[src/rtl/axil_wb_master_pkg.sv]
// Shared definitions for the AXI-lite to Wishbone classic bridge:
// FSM state encoding, AXI response codes and timeout counter width.
package axil_wb_master_pkg;

   localparam logic [2:0] ST_IDLE       = 3'd0;
   localparam logic [2:0] ST_WR_COLLECT = 3'd1;
   localparam logic [2:0] ST_WB_WR      = 3'd2;
   localparam logic [2:0] ST_WR_RESP    = 3'd3;
   localparam logic [2:0] ST_WB_RD      = 3'd4;
   localparam logic [2:0] ST_RD_RESP    = 3'd5;

   localparam logic [1:0] RESP_OKAY   = 2'b00;
   localparam logic [1:0] RESP_SLVERR = 2'b10;

   localparam logic [3:0] SEL_ALL = 4'hF;

   // Wide enough for the largest allowed TIMEOUT (1023).
   localparam int TMO_W = 10;

endpackage

[src/rtl/axil_wb_timeout.sv]
// Wishbone cycle watchdog: cleared when a cycle starts, counts while the
// cycle runs, and flags expiry in the TIMEOUT-th cycle without ack.
module axil_wb_timeout
   import axil_wb_master_pkg::*;
#(
   parameter int TIMEOUT = 255
) (
   input  logic clk,
   input  logic rst,
   input  logic load,
   input  logic en,
   output logic expired
);

   localparam logic [TMO_W-1:0] LAST = TMO_W'(TIMEOUT - 1);

   logic [TMO_W-1:0] count;

   // NOTE: sequential state uses non-blocking assignments so every flop
   // samples pre-edge values regardless of block evaluation order.
   always_ff @(posedge clk) begin
      if (rst || load) begin
         count <= '0;
      end else if (en && !expired) begin
         count <= count + 1'b1;
      end
   end

   assign expired = en && (count == LAST);

endmodule

[src/rtl/axil_wb_master.sv]
// AXI-lite slave to Wishbone classic master bridge, one transaction at a
// time, with round-robin write/read arbitration and an ack timeout.
module axil_wb_master
   import axil_wb_master_pkg::*;
#(
   parameter int TIMEOUT = 255,
   parameter int ADDR_W  = 32
) (
   input  logic              wb_clk_i,
   input  logic              wb_rst_i,
   input  logic              awvalid,
   output logic              awready,
   input  logic [ADDR_W-1:0] awaddr,
   input  logic              wvalid,
   output logic              wready,
   input  logic [31:0]       wdata,
   input  logic [3:0]        wstrb,
   output logic              bvalid,
   input  logic              bready,
   output logic [1:0]        bresp,
   input  logic              arvalid,
   output logic              arready,
   input  logic [ADDR_W-1:0] araddr,
   output logic              rvalid,
   input  logic              rready,
   output logic [31:0]       rdata,
   output logic [1:0]        rresp,
   output logic              wbm_cyc_o,
   output logic              wbm_stb_o,
   output logic              wbm_we_o,
   output logic [3:0]        wbm_sel_o,
   output logic [ADDR_W-1:0] wbm_adr_o,
   output logic [31:0]       wbm_dat_o,
   input  logic [31:0]       wbm_dat_i,
   input  logic              wbm_ack_i
);

   logic [2:0]        state;
   logic              rr_read;
   logic              have_aw;
   logic              have_w;
   logic [ADDR_W-1:0] addr_q;
   logic [31:0]       data_q;
   logic [3:0]        strb_q;

   logic              aw_hs;
   logic              w_hs;
   logic              ar_hs;
   logic              contend;
   logic              start_wr;
   logic              wb_busy;
   logic              tmo_expired;
   logic [1:0]        done_resp;

   // Any write activity competing with a read is settled by rr_read
   // (0 = write has priority); the losing side sees its ready low.
   assign contend = (state == ST_IDLE) && (awvalid || wvalid) && arvalid;

   // NOTE: every always_comb output gets a default first so no path can
   // leave a value held, which would infer a latch.
   always_comb begin
      awready = 1'b0;
      wready  = 1'b0;
      arready = 1'b0;
      if (!wb_rst_i) begin
         case (state)
            ST_IDLE: begin
               awready = !(contend && rr_read);
               wready  = !(contend && rr_read);
               arready = !contend || rr_read;
            end
            ST_WR_COLLECT: begin
               awready = !have_aw;
               wready  = !have_w;
            end
            default: ;
         endcase
      end
   end

   assign aw_hs    = awvalid && awready;
   assign w_hs     = wvalid && wready;
   assign ar_hs    = arvalid && arready;
   assign start_wr = (have_aw || aw_hs) && (have_w || w_hs);
   assign wb_busy  = (state == ST_WB_WR) || (state == ST_WB_RD);

   assign bvalid    = (state == ST_WR_RESP);
   assign rvalid    = (state == ST_RD_RESP);
   assign done_resp = wbm_ack_i ? RESP_OKAY : RESP_SLVERR;

   axil_wb_timeout #(.TIMEOUT(TIMEOUT)) u_timeout (
      .clk     (wb_clk_i),
      .rst     (wb_rst_i),
      .load    (ar_hs || start_wr),
      .en      (wb_busy),
      .expired (tmo_expired)
   );

   always_ff @(posedge wb_clk_i) begin
      if (wb_rst_i) begin
         state     <= ST_IDLE;
         rr_read   <= 1'b0;
         have_aw   <= 1'b0;
         have_w    <= 1'b0;
         addr_q    <= '0;
         data_q    <= '0;
         strb_q    <= '0;
         wbm_cyc_o <= 1'b0;
         wbm_stb_o <= 1'b0;
         wbm_we_o  <= 1'b0;
         wbm_sel_o <= '0;
         wbm_adr_o <= '0;
         wbm_dat_o <= '0;
         bresp     <= RESP_OKAY;
         rresp     <= RESP_OKAY;
         rdata     <= '0;
      end else begin
         if (contend) begin
            rr_read <= !rr_read;
         end
         if (aw_hs) begin
            addr_q <= awaddr;
         end
         if (w_hs) begin
            data_q <= wdata;
            strb_q <= wstrb;
         end

         case (state)
            ST_IDLE, ST_WR_COLLECT: begin
               if (ar_hs) begin
                  state     <= ST_WB_RD;
                  wbm_cyc_o <= 1'b1;
                  wbm_stb_o <= 1'b1;
                  wbm_we_o  <= 1'b0;
                  wbm_sel_o <= SEL_ALL;
                  wbm_adr_o <= araddr;
               end else if (start_wr) begin
                  // Channels arriving this very edge bypass the holding registers.
                  state     <= ST_WB_WR;
                  wbm_cyc_o <= 1'b1;
                  wbm_stb_o <= 1'b1;
                  wbm_we_o  <= 1'b1;
                  wbm_sel_o <= w_hs ? wstrb : strb_q;
                  wbm_adr_o <= aw_hs ? awaddr : addr_q;
                  wbm_dat_o <= w_hs ? wdata : data_q;
                  have_aw   <= 1'b0;
                  have_w    <= 1'b0;
               end else if (aw_hs || w_hs) begin
                  state   <= ST_WR_COLLECT;
                  have_aw <= have_aw || aw_hs;
                  have_w  <= have_w || w_hs;
               end
            end
            ST_WB_WR, ST_WB_RD: begin
               if (wbm_ack_i || tmo_expired) begin
                  wbm_cyc_o <= 1'b0;
                  wbm_stb_o <= 1'b0;
                  if (state == ST_WB_WR) begin
                     state <= ST_WR_RESP;
                     bresp <= done_resp;
                  end else begin
                     state <= ST_RD_RESP;
                     rresp <= done_resp;
                     rdata <= wbm_ack_i ? wbm_dat_i : 32'h0;
                  end
               end
            end
            ST_WR_RESP: begin
               if (bready) begin
                  state <= ST_IDLE;
               end
            end
            ST_RD_RESP: begin
               if (rready) begin
                  state <= ST_IDLE;
               end
            end
            default: state <= ST_IDLE;
         endcase
      end
   end

endmodule

[config.mk]
export PLATFORM = sky130hd
export DESIGN_NAME = axil_wb_master
export DESIGN_NICKNAME = d
export VERILOG_FILES = /design/src/rtl/axil_wb_master_pkg.sv /design/src/rtl/axil_wb_timeout.sv /design/src/rtl/axil_wb_master.sv
export SDC_FILE = /design/constraint.sdc
export NUM_CORES = 1
export LEC_CHECK = 0
export ABC_AREA = 1
export BUFFER_PORTS_ARGS = -buffer_cell sky130_fd_sc_hd__buf_2
export CORE_MARGIN = 4
export CORE_UTILIZATION = 46
export DETAILED_ROUTE_END_ITERATION = 8
export GPL_TIMING_DRIVEN = 0
export HOLD_SLACK_MARGIN = 0.1
export PLACE_DENSITY = 0.82
export SYNTH_ARGS = -nofsm -noshare
export SYNTH_HDL_FRONTEND = slang
export SYNTH_SLANG_ARGS = --single-unit
[constraint.sdc]
create_clock -name wb_clk_i -period 1.7 [get_ports wb_clk_i]
set_input_delay 0.34 -clock wb_clk_i [delete_from_list [all_inputs] [get_ports wb_clk_i]]
set_output_delay 0.34 -clock wb_clk_i [all_outputs]
set_load 0.02 [all_outputs]
==> results_dict.tcl <==
set metrics [dict create \
    status "complete, but fails checks" \
    violations "setup timing" \
    vias 8229 \
    async_reset_ff_share_pct 0 \
    routed_via_density 4.88 \
    rsz0062_at_grt "true" \
    worstSkewPairLatency_ps 430 \
    fp.dieH_um 139 \
    cts_tree "yes" \
    grt.total_usage_pct 23.0 \
    wire_per_inst_um 14.1 \
    drt_iter0_drc 349 \
    hold_path_end "rdata[8]" \
    synth.most_common_cell "nand2_1" \
    synth_cells 1154 \
    postLayoutCoreUtil_pct 65.8 \
    rrSetupSlack_ps -290 \
    yosys-top-cells-count "305 x nand2_1, 209 x nor2_1, 188 x dfxtp_1" \
    hold_viol 0 \
    cts_made_buffers 17 \
    worstRegToRegCells 14 \
    dp.cells 1623 \
    final.setup.worst_slack_ps -302 \
    io_pins 252 \
    crit_start "state[2]" \
    wirelength_um 23700 \
    die_x_um 139 \
    worst_setup_path_start_kind "flop" \
    synth_cell_type_count 30 \
    required_ps 1360 \
    coreArea_um2 16600 \
    worstSetupEndpointType "output port" \
    antenna_left 0 \
    dpl_cell_area_um2 9410 \
    holdCritStartpoint "wbm_dat_i[8]" \
    maxSlewHeadroom_pct 54.1 \
    std_cell_rows 47 \
    path_class "reg2out" \
    first_pass_iters 5 \
    synthToLayoutAreaGrowth_pct 39.6 \
    hold_buffers 0 \
    clkSlewWorstSetupHoldPaths_ps 70 \
    synth_largest_area_cell "dfxtp_1" \
    fmax_mhz 499 \
    critPathMostFrequentCell "buf_6" \
    finClkSkew_ps 19.1 \
    start_util_pct 47.1 \
    yosysWarnings 0 \
    cp_max_fo 5 \
    grt_pass1_vias 7803 \
    die_area_um2 19200 \
    ys_seq_elements 188 \
    slew_violations 0 \
    antenna_found_initial 3 \
    seq_area_frac_synth_pct 48.0 \
    power_leakage_nw 5.43 \
    vdd_ir_drop_max_uv 915 \
    hold_depth 3 \
    tightest_slew_ps 689 \
    hold_path.class "in2reg" \
    setup_viol 110 \
    arrival_ps 1660 \
    synth_enable_flop_cells 0 \
    cts_root_buf "clkbuf_16" \
    power_density_nw_per_um2 1470 \
    fin_nets 1593 \
    finalPower_mw 16.1 \
    drc 0 \
    cts_max_level 4 \
    grt_pass1_wl_um 37000 \
    stdcell_count 1686 \
    synth_top_area_share_pct 48.0 \
    syn_area_um2 7840 \
    synth_area_per_cell_um2 6.79 \
    place.gp.congestion 0.858 \
    cts_sinks 188 \
    synth_ff_type "dfxtp_1" \
    fin_area_um2 10900 \
    gr-total-overflow 0 \
    layout_min_cycle_time_ps 2000 \
    worstReg2RegEnd "wbm_adr_o[1]" \
    clock_path_buffers 2 \
    synthTopCellsByArea "dfxtp_1 48%, nand2_1 15%, nor2_1 10%" \
    io_buffers 248 \
    grt_max_degree 20 \
    layout-drive-gt1-share_pct 30.3 \
    worstPathCellList "nor2_4 -> buf_4 -> nand3_2 -> a21oi_4 -> buf_6 -> buf_6" \
    slowest_stage "dfxtp_4" \
    critPathMaxStageDelay_ps 370 \
    reg2reg_from "state[2]" \
    period_share_pct 118 \
    dp_hpwl_um 16100 \
    setup_tns_ps -18700 \
    cap_violations 0 \
]
[state kept, by name (all words and copies together) (netlist names)]
name and count:
wbm_we_o 1, wbm_dat_o 32, have_w 1, addr_q 32, wbm_sel_o 4, wbm_stb_o 1
bresp 1, strb_q 4, u_timeout.count 10, wbm_adr_o 32, rr_read 1, rdata 32
state 3, have_aw 1, data_q 32, rresp 1
[cell usage in the layout (no fill, tap or decap), drive strengths merged]
cell type,count
a211oi,1
a21oi,85
a221oi,1
buf,315
bufinv,3
clkbuf,44
clkinv,7
conb,2
dfxtp,188
diode,2
ha,2
inv,150
nand2,310
nand3,45
nand4,6
nor2,210
nor3,7
nor3b,1
nor4,1
o21a,4
o21ai,78
or2,3
xor2,1
[cell type report]
cell class	count	area (um2)
Sequential cell	188	3780
Tap cell	220	275
Fill cell	1456	5690
Buffer	66	543
Timing Repair Buffer	276	1550
Clock buffer	17	425
Clock inverter	15	230
Inverter	145	557
Multi-Input combinational cell	757	3580
Antenna cell	2	5.00
[stage by stage]
stage / worst slack (ps) / hold slack [ps]
4_1_cts: -208 / 137
3_5_place_dp: -522 / 433
6_report: -302 / 152
5_1_grt: -376 / 147
3_3_place_gp: -496 / 432
2_1_floorplan: -15.1 / 450
[where the power goes]
part / switching, mW / leakage [nW] / internal (mW)
combinational: 3.90 / 3.58 / 2.44
sequential: 0.351 / 1.53 / 5.15
clock: 1.90 / 0.318 / 2.41
[layer usage]
layer	vias to the layer above	global-route usage (%)	share of wire, %
met5	-	0	0.12
met4	4	7.54	1.7
met3	31	6.48	7.2
met2	296	39.5	49
met1	3766	28.0	42
li1	4132	-	-
[worst max-delay path: cells and delay by family (launching register included)]
family	cells	cell delay, ps
buf+inv	3	390
flops	1	370
simple gates	2	290
compound gates	1	190
[kinds of logic (layout without fill, tap and decap cells)]
kind of cell | count (synthesis) | in the layout | share of synthesized area (%)
buffers and inverters | 212 | 519 | 10.9
AOI/OAI and AO/OA | 168 | 169 | 11.1
xor gates and xnor gates | 1 | 1 | 0.112
and+or+nand+nor | 582 | 583 | 29.5
DFF | 188 | 188 | 48.0
other | 1 | 4 | 0.0478
adders and majority gates | 2 | 2 | 0.319
[worst max-delay path by stage]
stage	end	slack, ps	depth (start not counted)
global route	wbm_adr_o[9]	-380	14
detailed placement	wbm_adr_o[26]	-520	11
global placement	wbm_adr_o[26]	-500	11
floorplan	wbm_adr_o[30]	-20	15
finish	wready	-300	6
CTS	wready	-210	7
[what timing repair did]
action,in CTS,in global routing
gates cloned,1,8
pin swaps,6,17
endpoints found under the setup margin,190,184
setup buffers,11,11
resized for setup,82,161
endpoints found under the hold margin,0,0
(Power assumes the default switching activity.)
